File: src/rtl/pipe_stall_ctrl.sv
// pipe_stall_ctrl: pipeline stall / flush / halt controller.
//
// Merges per-stage stall requests, fixed-length multi-cycle stalls, flush/redirect
// requests and a debug halt into one per-stage stall vector plus a registered
// flush pulse carrying the redirect PC.
//
// Stall vector: bit 0 = PC, bit 1 = IF/ID, ... bit STAGES-1 = last pipeline
// register. A set bit holds that stage. Holding stage k always holds every
// stage before it, so all masks are contiguous from bit 0.
//
// Ports:
//   clk_i        system clock, all state on the rising edge
//   rst_ni       synchronous active-low reset
//   stallreq_i   per-stage stall request, bit i = stage i cannot advance
//   mc_start_i   single-cycle pulse starting a multi-cycle stall
//   mc_stage_i   highest stage held during the multi-cycle stall
//   mc_cycles_i  multi-cycle stall length in cycles (0 = no stall)
//   flush_req_i  flush the pipeline and redirect to flush_pc_i
//   flush_pc_i   redirect target, sampled with flush_req_i
//   halt_req_i   enter debug halt
//   resume_i     leave debug halt
//   stall_o      per-stage stall vector (combinational)
//   flush_o      registered flush pulse
//   new_pc_o     registered redirect PC, valid while flush_o is high
//   mc_busy_o    multi-cycle stall in progress

module pipe_stall_ctrl #(
  parameter int unsigned STAGES = 6,
  parameter int unsigned ADDR_W = 32,
  parameter int unsigned CNT_W  = 4,
  parameter int unsigned IDX_W  = $clog2(STAGES)
) (
  input  logic              clk_i,
  input  logic              rst_ni,
  input  logic [STAGES-1:0] stallreq_i,
  input  logic              mc_start_i,
  input  logic [IDX_W-1:0]  mc_stage_i,
  input  logic [CNT_W-1:0]  mc_cycles_i,
  input  logic              flush_req_i,
  input  logic [ADDR_W-1:0] flush_pc_i,
  input  logic              halt_req_i,
  input  logic              resume_i,
  output logic [STAGES-1:0] stall_o,
  output logic              flush_o,
  output logic [ADDR_W-1:0] new_pc_o,
  output logic              mc_busy_o
);

  localparam logic [IDX_W-1:0] LastIdx = IDX_W'(STAGES - 1);

  typedef enum logic [1:0] {
    StRun,
    StMc,
    StFlush,
    StHalt
  } state_e;

  state_e              state_q, state_d;
  logic [CNT_W-1:0]    cnt_q, cnt_d;
  logic [IDX_W-1:0]    mc_stage_q, mc_stage_d;
  logic                flush_q, flush_d;
  logic [ADDR_W-1:0]   new_pc_q, new_pc_d;

  logic [STAGES-1:0]   req_mask;
  logic [STAGES-1:0]   state_mask;
  logic [IDX_W-1:0]    mc_stage_sat;
  logic                mc_go;

  // Bits 0..idx set, all others clear.
  function automatic logic [STAGES-1:0] upto_mask(input logic [IDX_W-1:0] idx);
    logic [STAGES-1:0] m;
    for (int k = 0; k < STAGES; k++) begin
      m[k] = (k <= int'(idx));
    end
    return m;
  endfunction

  // Request mask: a stage is held if it or any later stage requests a stall,
  // which equals the mask up to the highest set request bit.
  always_comb begin
    logic acc;
    acc      = 1'b0;
    req_mask = '0;
    for (int k = STAGES - 1; k >= 0; k--) begin
      acc         = acc | stallreq_i[k];
      req_mask[k] = acc;
    end
  end

  // Out-of-range stage indices hold the whole pipe.
  assign mc_stage_sat = (mc_stage_i > LastIdx) ? LastIdx : mc_stage_i;

  // A multi-cycle stall only starts from RUN and loses to flush and halt.
  assign mc_go = (state_q == StRun) && mc_start_i && (mc_cycles_i != '0) &&
                 !flush_req_i && !halt_req_i;

  // Next-state logic.
  always_comb begin
    state_d    = state_q;
    cnt_d      = cnt_q;
    mc_stage_d = mc_stage_q;
    flush_d    = 1'b0;
    new_pc_d   = new_pc_q;

    if (flush_req_i) begin
      // Flush wins over everything but reset, from any state.
      state_d  = StFlush;
      flush_d  = 1'b1;
      new_pc_d = flush_pc_i;
      cnt_d    = '0;
    end else begin
      unique case (state_q)
        StRun: begin
          if (halt_req_i) begin
            state_d = StHalt;
            cnt_d   = '0;
          end else if (mc_go) begin
            mc_stage_d = mc_stage_sat;
            cnt_d      = mc_cycles_i - CNT_W'(1);
            // A one-cycle stall is fully covered by the start cycle itself.
            if (mc_cycles_i != CNT_W'(1)) begin
              state_d = StMc;
            end
          end
        end
        StMc: begin
          if (halt_req_i) begin
            state_d = StHalt;
            cnt_d   = '0;
          end else begin
            cnt_d = cnt_q - CNT_W'(1);
            if (cnt_q <= CNT_W'(1)) begin
              state_d = StRun;
            end
          end
        end
        StFlush: begin
          state_d = StRun;
        end
        StHalt: begin
          // resume beats a simultaneous halt_req.
          if (resume_i) begin
            state_d = StRun;
          end
        end
        default: begin
          state_d = StRun;
        end
      endcase
    end
  end

  // Stall contribution of the current state.
  always_comb begin
    state_mask = '0;
    unique case (state_q)
      StRun:   state_mask = mc_go ? upto_mask(mc_stage_sat) : '0;
      StMc:    state_mask = upto_mask(mc_stage_q);
      StHalt:  state_mask = '1;
      StFlush: state_mask = '0;
      default: state_mask = '0;
    endcase
  end

  // During the flush cycle the pipe must advance to drain, so requests are ignored.
  assign stall_o   = (state_q == StFlush) ? '0 : (req_mask | state_mask);
  assign mc_busy_o = (state_q == StMc);
  assign flush_o   = flush_q;
  assign new_pc_o  = new_pc_q;

  always_ff @(posedge clk_i) begin
    if (!rst_ni) begin
      state_q    <= StRun;
      cnt_q      <= '0;
      mc_stage_q <= '0;
      flush_q    <= 1'b0;
      new_pc_q   <= '0;
    end else begin
      state_q    <= state_d;
      cnt_q      <= cnt_d;
      mc_stage_q <= mc_stage_d;
      flush_q    <= flush_d;
      new_pc_q   <= new_pc_d;
    end
  end

endmodule

File: config.mk
export PLATFORM = sky130hd
export DESIGN_NAME = pipe_stall_ctrl
export DESIGN_NICKNAME = d
export VERILOG_FILES = /design/src/rtl/pipe_stall_ctrl.sv
export SDC_FILE = /design/constraint.sdc
export NUM_CORES = 1
export LEC_CHECK = 0
export BUFFER_PORTS_ARGS = -buffer_cell sky130_fd_sc_hd__buf_4
export CAP_MARGIN = 20
export CORE_MARGIN = 10
export CORE_UTILIZATION = 45
export CTS_BUF_LIST = sky130_fd_sc_hd__clkbuf_8
export CTS_CLUSTER_DIAMETER = 80
export DETAILED_ROUTE_END_ITERATION = 6
export GPL_TIMING_DRIVEN = 0
export PLACE_DENSITY = 0.77
export SLEW_MARGIN = 15
export SYNTH_ARGS = -nofsm -noshare
export SYNTH_HDL_FRONTEND = slang
export SYNTH_SLANG_ARGS = --single-unit
File: constraint.sdc
create_clock -name clk_i -period 2.1 [get_ports clk_i]
set_clock_uncertainty 0.15 [all_clocks]
set_input_delay 0.21 -clock clk_i [delete_from_list [all_inputs] [get_ports clk_i]]
set_output_delay 0.21 -clock clk_i [all_outputs]
set_load 0.05 [all_outputs]
==> results of run 1 <==
[layout by cell type (no fill, tap or decap), types with 2 or more instances in the layout]
| master | count |
|---|---|
| nand3b_1 | 2 |
| nor2_1 | 12 |
| xor2_1 | 3 |
| nor3_1 | 4 |
| buf_6 | 6 |
| dfxtp_1 | 40 |
| clkbuf_8 | 6 |
| nand2_1 | 3 |
| nand2b_1 | 7 |
| mux2i_1 | 33 |
| a31oi_2 | 2 |
| nor2b_1 | 34 |
| buf_4 | 90 |
| o31ai_1 | 5 |
| inv_1 | 8 |
| a21boi_0 | 2 |
| o21ai_0 | 2 |
| a21oi_1 | 5 |
| buf_2 | 5 |
| clkbuf_1 | 4 |
| ha_1 | 5 |
[kinds of logic after synthesis]
| logic type | synth area share, % |
|---|---|
| AOI/OAI and AO/OA | 10.8 |
| xor gates and xnor gates | 1.73 |
| muxes | 16.3 |
| adders and majority gates | 3.09 |
| DFF | 41.6 |
| and+or+nand+nor | 21.9 |
| buffers and inverters | 4.58 |
[synth_stat cells, drive strengths merged, types with 2 or more instances]
cell     n
dfxtp   42
nor2b   34
mux2i   33
nor2    12
inv      8
nand2b   8
buf      7
a21oi    6
o31ai    6
ha       5
nand2    5
nor3     5
clkbuf   4
a31oi    3
o21ai    3
xor2     3
a21boi   2
nand3b   2
nor4     2
[how the worst max path moves through the flow]
stage	slack [ps]	start	to
6_report	-90	state_q[0]$_SDFFE_PP0P_	stall_o[5]
5_1_grt	-170	state_q[0]$_SDFFE_PP0P_	stall_o[5]
4_1_cts	-200	state_q[0]$_SDFFE_PP0P_	stall_o[5]
3_5_place_dp	-90	mc_cycles_i[0]	stall_o[0]
3_3_place_gp	-40	mc_cycles_i[0]	stall_o[0]
2_1_floorplan	-610	state_q[1]$_SDFFE_PN0P_	stall_o[5]
[metal layers]
| metal | routed length [um] | up-vias |
|---|---|---|
| met3 | 711 | 7 |
| li1 | - | 920 |
| met2 | 2480 | 69 |
| met1 | 2240 | 834 |
| met4 | 91 | 0 |
| met5 | 0 | - |
[stage by stage]
step / hold slack, ps / TNS [ps] / worst slack [ps] / std cells / instance area [um^2]
finish: 13.7 / -213 / -93.9 / 362 / 2960
global route: 7.79 / -732 / -167 / 362 / 2960
CTS: 12.4 / -684 / -196 / 362 / 2950
detailed placement: 327 / -97.7 / -88.8 / 348 / 2760
global placement: 314 / -38.3 / -38.3 / 348 / 2760
floorplan: 211 / -1250 / -613 / 208 / 2030
[power by group through the flow]
stage                     Sequential, W  Clock [W]  Combinational, W
after CTS                      0.000864   0.000561          0.000549
after global placement         0.000880          0          0.000525
after global routing           0.000869   0.000598          0.000585
after detailed placement       0.000881          0          0.000530
after floorplan                 0.00101          0          0.000207
final                          0.000864   0.000552          0.000545
[layout make-up]
cell class	count	area (um^2)	share of cell area, %
Inverter	8	30.0	1.02
Buffer	10	51.3	1.74
Tap cell	52	65.1	2.20
Clock buffer	6	82.6	2.79
Sequential cell	42	846	28.6
Clock inverter	2	12.5	0.423
Timing Repair Buffer	95	732	24.8
Multi-Input combinational cell	147	1140	38.4
[worst max-delay path, stage by stage, from the launching register on]
cell	delay [ps]
dfxtp_2	330
or3_4	370
nor3_4	140
buf_6	140
nand2_4	50
a222oi_1	240
buf_4	260
[sequential cells by signal, indices dropped and copies added, names as in the netlist]
| register | flops |
|---|---|
| flush_o | 1 |
| cnt_q | 4 |
| mc_stage_q | 3 |
| new_pc_o | 32 |
| state_q | 2 |
[timing repair]
action | 4_1_cts | 5_1_grt
pin swaps | 8 | 3
setup buffers | 7 | 0
gates resized for setup | 15 | 1
setup endpoints to repair | 6 | 6
hold endpoints to repair | 0 | 0
cloned | 0 | 0
==> summary.txt, run 1 <==
Pwr
  – Total power: ~0.002 W
  – Leak: between 1 and 1.5 nW
  – Flop pwr share: 44.1%
  – Switching Share: 32.4%
  – Clock network power share: 28.1%
  – VDD IR max: 0.000600 V
  – Logic pwr share: 27.8%
  – Pwr dens: 664 mW/mm^2
  – Internal: roughly 0.0013 W
  – Psw: 0.000635 W

Placement
  – PortBufs: 88
  – Hpwl dp: 4.24 mm
  – Global placer's final weighted congestion: about 0.83

Synthesis
  – Primary FF master, synth: dfxtp_1
  – Synth Warn #: 0
  – FFs w/ async S/R, synth: 0%
  – Count of cell types in the netlist: 41
  – Cells after synthesis: roughly 210
  – Top cells by area, synth: dfxtp_1, mux2i_1, nor2b_1, ha_1, nor2_1
  – Sequential element share of the synthesized area: 41.6%
  – Syn Std Cell Area: 0.00202 mm^2
  – Post-synthesis sequential element count: 42
  – Area leader, netlist: dfxtp_1
  – Syn avg cell area: between 9 and 10 um^2
  – Synth Net Count: 264
  – Synth top area share: between 40% and 50%
  – EDFF count, synth: 0

Timing
  – Rel. slew slack: 54.3%
  – Unrepaired setup endpoints after global routing: yes
  – Max-slew violations: 0
  – Setup ws final: -93.9 ps
  – Tmin final: 2190 ps
  – # setup viols final: 5
  – Worst slew pin tran: 685 ps
  – Final Cycle Share: 104%
  – Final Hold Viols: 0
  – Fmax: 456 MHz

CTS
  – Clock root buffer: clkbuf_8
  – H-Tree Depth: 2
  – Clock sinks: 42
  – Clk_lat worst skew: 300 ps
  – Reg clk slew, reported paths: about 80 ps
  – CTS tree: yes
  – Hold Buf Count CTS: 0
  – CTS Buf Count: 5
  – CTS Buffer Depth: 2

Job
  – Max-Cap Viols: 0

Finish
  – Area grow syn2layout: 46.2%
  – Post-layout util: 67.9%
  – Layout cells sized above 1: 39.4%
  – NumNets Final: 365
  – Fillers: approximately 350
  – Diodes inserted: 0

Critical path
  – WP data required: 1740 ps
  – Reg-to-reg slack, setup: 320 ps
  – CP Capture Type: output port
  – Critical Path AT: 1830 ps
  – Worst r2r src: state_q[0]$_SDFFE_PP0P_
  – Critical-path maximum fanout: 5
  – Worst setup SP type: register
  – R2R Path End: cnt_q[2]$_SDFFE_PP0P_
  – Worst reg2reg path depth: 5
  – CP Class: register to output port

Global route
  – Gr usage total: 14.6%
  – Antenna violations before repair: 0
  – Grt met1 use: between 10% and 20%
  – Vias in the first global route: between 1,500 and 2,000
  – First-pass GRT wire length: around 8.9 mm
  – Largest net degree at the start of global routing: 14
  – Routing usage on met3: 9.46%
  – Grt ovf: 0
  – GR Util met2: approximately a fifth
  – Most Crowded Layer GR: met2

Drt
  – Vias: 1,830
  – Wire length per cell: around 15 um
  – Drt first pass iters: 4
  – Detailed-route DRC error count: 0
  – DRT Wirelength: around 5.5 mm
  – First DRT Iteration DRCs: 91
  – Final ANT Viol Nets: 0
  – DR vias/cell: 5.06

Hold path
  – Hold Startpoint: flush_pc_i[31]
  – Hold EP: new_pc_o[31]$_SDFFE_PN0P_
  – Hold WC Path Type: input pin to register
  – Hold Crit Depth: 3

Floorplanning
  – Total core area: 0.00435 mm^2
  – Die ar.: 0.00757 mm^2
  – Die height: 87.0 um
  – # rows: 24
  – Horiz. Die Dim: 87.0 um
  – Starting density of the core: 46.4%
  – I/O pins: 91

Status
  – Status: finished with violations
  – Failing checks: setup timing
Note: power is estimated with default switching activity, not from simulation.
==> run 2: changes to the inputs <==
Settings changed: ABC_AREA from default to 1, PLACE_DENSITY 0.77 to 0.79.
==> run 2 against run 1 <==
- the run now ends clean
- fmax up 10%
- first-iteration DRC count up 18%
- synthesized area down 11%
- via count up 9.5%
- worst setup slack better by 210 ps
- power up 2.3%
- critical path depth up 2
- core utilization up 12 points
- largest power group unchanged
==> summary.txt, run 2 <==
Synthesis
  – EDFF count, synth: 0
  – Top cells by count, synth: dfxtp_1, a22o_1, nand2_1
  – Syn avg cell area: 8.84 um^2
  – Most common cell in the netlist: dfxtp_1
  – Synth top area share: 46.6%
  – Cells after synthesis: 204
  – Top cells by area, synth: dfxtp_1, a22o_1, nand2_1, inv_1, ha_1
  – Primary FF master, synth: dfxtp_1
  – Count of cell types in the netlist: 30
  – Area leader, netlist: dfxtp_1
  – FFs w/ async S/R, synth: 0%
  – Sequential element share of the synthesized area: a little under half
  – Synth Warn #: 0
  – Post-synthesis sequential element count: 42
  – Synth Net Count: 260
  – Syn Std Cell Area: between 0.0015 and 0.002 mm^2

Drt
  – Detailed-route DRC error count: 0
  – DR vias/cell: 5.14
  – Final ANT Viol Nets: 0
  – Drt first pass iters: 6
  – DRT Wirelength: 6.36 mm
  – Vias: around 2,000
  – Wire length per cell: between 15 and 20 um
  – First DRT Iteration DRCs: 107

Critical path
  – Worst r2r src: state_q[1]$_SDFFE_PN0P_
  – Critical-path maximum fanout: 5
  – WP data required: 1740 ps
  – Worst reg2reg path depth: 8
  – CP Class: register to output port
  – Reg-to-reg slack, setup: between 500 and 600 ps
  – Critical Path AT: 1630 ps
  – CP Capture Type: output port
  – R2R Path End: mc_stage_q[0]$_SDFFE_PN0P_
  – Worst setup SP type: register

Floorplanning
  – Starting density of the core: roughly 48%
  – Die ar.: 0.00694 mm^2
  – Total core area: 0.00377 mm^2
  – Horiz. Die Dim: 83.3 um
  – Die height: 83.3 um
  – I/O pins: 91
  – # rows: 22

Finish
  – Sequential Area: 848 um^2
  – Area occupied by multi-input gates: 843 um^2
  – Fillers: 236
  – Commonest non-fill, non-tap cells in the layout: buf_4, dfxtp_1, a22o_1, dlygate4sd3_1, nand2_1
  – Area grow syn2layout: 67.5%
  – NumNets Final: slightly below 400
  – Commonest non-fill, non-tap cell in the layout: buf_4
  – Layout cells sized above 1: approximately 37%
  – Max FFs per register: 32

Hold path
  – Hold Startpoint: resume_i
  – Hold WC Path Type: input pin to register
  – Hold Crit Depth: 4
  – Hold EP: state_q[1]$_SDFFE_PN0P_

Timing
  – Final Hold Viols: 0
  – Tmin final: 1990 ps
  – Max-slew violations: 0
  – Fmax: 503 MHz
  – Unrepaired setup endpoints after global routing: no
  – # setup viols final: 0
  – Final TNS setup: 0 ps
  – Final Cycle Share: a little over nine tenths
  – Worst slew pin tran: 441 ps
  – Rel. slew slack: 70.6%

Placement
  – PortBufs: 90
  – Global placer's final weighted congestion: 0.785
  – Hpwl dp: 4.26 mm

CTS
  – CTS Buf Count: 5
  – Clk_lat worst skew: 310 ps
  – Reg clk slew, reported paths: 90 ps
  – CTS Buffer Depth: 2
  – H-Tree Depth: 2
  – CTS tree: yes
  – Clock root buffer: clkbuf_8
  – Clock sinks: 42

Global route
  – Largest net degree at the start of global routing: 16
  – Vias in the first global route: between 2,000 and 2,500
  – First-pass GRT wire length: about 10 mm
  – Grt ovf: 0
  – Antenna violations before repair: 1
  – Gr usage total: between 15 and 20%

Pwr
  – Total power: 0.00201 W
  – VDD IR max: 0.000607 V
  – Pwr dens: 664 mW/mm^2
  – Leak: 1.44 nW

Status
  – Status: completed

Job
  – Max-Cap Viols: 0
[run 2: final cells by class]
type / instances / share of cell area (%)
Clock inverter: 3 / 0.828
Inverter: 23 / 3.19
Sequential cell: 42 / 28.1
Multi-Input combinational cell: 133 / 27.9
Timing Repair Buffer: 129 / 34.7
Buffer: 6 / 0.911
Tap cell: 48 / 1.99
Clock buffer: 5 / 2.28
Antenna cell: 1 / 0.0828
[run 2: metal layers]
metal  up-vias  global-route usage (%)  routed length [um]
met4         0                    10.0                 258
met3        17                    6.15                 387
met1       928                    16.6                2300
met5         -                       0                   0
met2        73                    30.4                3410
li1        985                       -                   -
[run 2: cell families (layout without fill, tap and decap cells)]
family / count (synthesis) / in the layout / synth area share, %
XOR/XNOR: 2 / 2 / 0.972
other: 0 / 1 / 0
AND/OR/NAND/NOR: 64 / 64 / 17.2
flip-flops: 42 / 42 / 46.6
buffers and inverters: 29 / 166 / 6.59
adder cells (fa/ha/maj): 5 / 5 / 3.47
AO/OA/AOI/OAI: 62 / 62 / 25.1
[run 2: worst max path at each step]
stage / startpoint / to / slack, ps / cells after the start
3_5_place_dp: mc_cycles_i[0] / stall_o[1] / 330 / 9
3_3_place_gp: mc_cycles_i[0] / stall_o[1] / 340 / 9
4_1_cts: state_q[0]$_SDFFE_PP0P_ / stall_o[1] / 2 / 8
2_1_floorplan: state_q[0]$_SDFFE_PP0P_ / stall_o[5] / 40 / 7
6_report: state_q[1]$_SDFFE_PN0P_ / stall_o[1] / 110 / 8
5_1_grt: state_q[1]$_SDFFE_PN0P_ / stall_o[3] / 10 / 8
[run 2: critical path, cell delays in order (launching register included)]
cell     delay [ps]
dfxtp_4         380
inv_6            80
nand2_4          60
nor2_4          140
nand3_4         100
inv_2            90
o21ai_0          90
a21oi_1         160
buf_4           220
[run 2: timing repair]
| item | CTS | global route |
|---|---|---|
| endpoints found under the setup margin | 0 | 6 |
| hold buffers | 32 | 0 |
| hold endpoints to repair | 32 | 0 |
| gates resized for setup | 0 | 6 |
| setup buffers | 0 | 7 |
[run 2: power breakdown]
part	switching, W	total [W]	leakage [nW]	internal (W)
clock network	0.000315	0.000555	0.0448	0.000240
logic	0.000340	0.000579	1.05	0.000239
registers	0.0000309	0.000872	0.347	0.000841
total	0.000686	0.00201	1.44	0.00132
[run 2: per-stage QoR]
step                      cell area [um^2]  setup WS, ps  util, %  hold slack [ps]  std cells
final                                 3020           112     80.1             57.9        390
after global routing                  3020          13.7     80.1             66.0        390
after CTS                             2950          1.61     78.3             33.9        382
after detailed placement              2540           328     67.3              288        342
after global placement                2540           337     67.3              283        342
after floorplan                       1800          42.2        -              198        204
==> run 3: changes to the inputs <==
Settings changed: CORE_ASPECT_RATIO from default to 1.4.
==> run 3 against run 2 <==
- cell count down 2.3%
- cell area is 1.1% lower
- critical endpoint unchanged
- via count decreased by 3.9%
- worst setup slack better by 21 ps
==> summary.txt, run 3 (synthesis gave the netlist of run 2 again) <==
Finish
  – Sequential Area: 843 um^2
  – Fillers: 282
  – Layout cells sized above 1: roughly 36%
  – Commonest non-fill, non-tap cells in the layout: buf_4, dfxtp_1, a22o_1, dlygate4sd3_1, nand2_1
  – NumNets Final: 392
  – Max FFs per register: 32
  – Area grow syn2layout: 65.6%
  – Post-layout util: approximately three quarters
  – Commonest non-fill, non-tap cell in the layout: buf_4
  – Area occupied by multi-input gates: roughly 840 um^2

Timing
  – Fmax: 509 MHz
  – Final Cycle Share: approximately 94%
  – Rel. slew slack: between 70% and 80%
  – Setup ws final: 134 ps
  – Fin Hold WS: 21.3 ps
  – Max-slew violations: 0
  – Final Hold Viols: 0
  – Unrepaired setup endpoints after global routing: no
  – # setup viols final: 0
  – Final TNS setup: 0 ps
  – Tmin final: 1970 ps
  – Worst slew pin tran: 442 ps

Pwr
  – Pwr dens: around 690 mW/mm^2
  – Total power: 0.00206 W
  – Leak: 1.43 nW
  – VDD IR max: 0.000754 V

Critical path
  – Max incr delay on CP: 360 ps
  – Critical Path AT: 1610 ps
  – Most used cell, CP: inv_2
  – WP data required: 1740 ps
  – Critical-path maximum fanout: 6
  – Worst setup SP type: register
  – Sequence of cells on the critical path: inv_2 -> nand2_4 -> nor2_4 -> nand3_4 -> inv_2 -> o21ai_0 -> a21oi_1 -> buf_4
  – CP Capture Type: output port
  – Crit path max-delay cell type: dfxtp_2
  – Worst path top cell family by delay: buffers and inverters
  – WP buf/inv: 3
  – CP Class: register to output port

Hold path
  – Hold WC Path Type: input pin to register

Placement
  – Global placer's final weighted congestion: 0.798
  – Dpl ws: approximately 330 ps
  – PortBufs: 90
  – Hpwl dp: ~4.1 mm

CTS
  – H-Tree Depth: 2
  – Reg clk slew, reported paths: 70 ps
  – Clk_lat worst skew: 290 ps
  – CTS Buf Count: 5
  – Clock sinks: 42
  – Clock root buffer: clkbuf_8
  – CTS tree: yes
  – CTS Buffer Depth: 2

Floorplanning
  – Die height: 94.9 um
  – Total core area: 0.00392 mm^2
  – Die ar.: 0.00697 mm^2
  – Starting density of the core: about 46%
  – I/O pins: roughly 90
  – Horiz. Die Dim: 73.5 um
  – # rows: 27

Global route
  – Vias in the first global route: 1,966
  – Grt ovf: 0
  – Largest net degree at the start of global routing: 14
  – Antenna violations before repair: 0
  – Gr usage total: around 17%
  – First-pass GRT wire length: 9.18 mm

Drt
  – First DRT Iteration DRCs: 62
  – Vias: 1,924
  – Drt first pass iters: 4
  – Wire length per cell: around 16 um
  – Detailed-route DRC error count: 0
  – DR vias/cell: 5.05
  – DRT Wirelength: roughly 6 mm
  – Final ANT Viol Nets: 0

Status
  – Status: completed

Job
  – Max-Cap Viols: 0
[run 3: changes by cell type in the layout (fill, tap and decap cells not counted), sizes merged]
cell	before	now
inv	24	23
buf	103	100
clkinvlp	1	0
clkinv	1	2
dlygate4sd3	32	31
bufinv	0	1
[run 3: layout make-up]
type / count / share of cell area [%]
Clock buffer: 5 / 2.30
Buffer: 6 / 0.922
Clock inverter: 3 / 1.34
Antenna cell: 1 / 0.0838
Timing Repair Buffer: 125 / 34.0
Inverter: 23 / 3.06
Sequential cell: 42 / 28.2
Tap cell: 43 / 1.80
Multi-Input combinational cell: 133 / 28.2
[run 3: final timing paths]
path | startpoint | end | slack (ps) | cells past startpoint
worst max register to register | state_q[0]$_SDFFE_PP0P_ | cnt_q[2]$_SDFFE_PP0P_ | 570 | 7
worst min-delay path | flush_pc_i[27] | new_pc_o[27]$_SDFFE_PN0P_ | 20 | 2
worst max-delay path | state_q[0]$_SDFFE_PP0P_ | stall_o[1] | 130 | 8
worst min register to register | new_pc_o[9]$_SDFFE_PN0P_ | new_pc_o[9]$_SDFFE_PN0P_ | 330 | 1
[run 3: routing by layer]
metal  part of all wire [%]  GRT usage, %  routed length, um  vias to the layer above
li1                       -             -                  -                      975
met1                     36          14.9               2160                      875
met2                     54          31.5               3270                       64
met3                    7.9          6.40                473                       10
met4                    1.9          6.39                115                        0
met5                      0             0                  0                        -
[run 3: stage by stage]
step	instance area [um^2]	std cells
floorplan	1800	204
global placement	2530	337
detailed placement	2530	337
CTS	2950	376
global route	2980	380
finish	2990	381
[run 3: where the power goes]
group | switching, W | leakage, nW | internal [W] | total, W
combinational | 0.000335 | 1.03 | 0.000234 | 0.000569
clock | 0.000268 | 0.0579 | 0.000350 | 0.000618
sequential | 0.0000297 | 0.346 | 0.000842 | 0.000872
[run 3: what timing repair did]
item / in CTS / in global routing
resized for setup: 0 / 2
endpoints found under the setup margin: 0 / 5
endpoints found under the hold margin: 31 / 0
buffers inserted: 0 / 4
hold buffers: 31 / 0
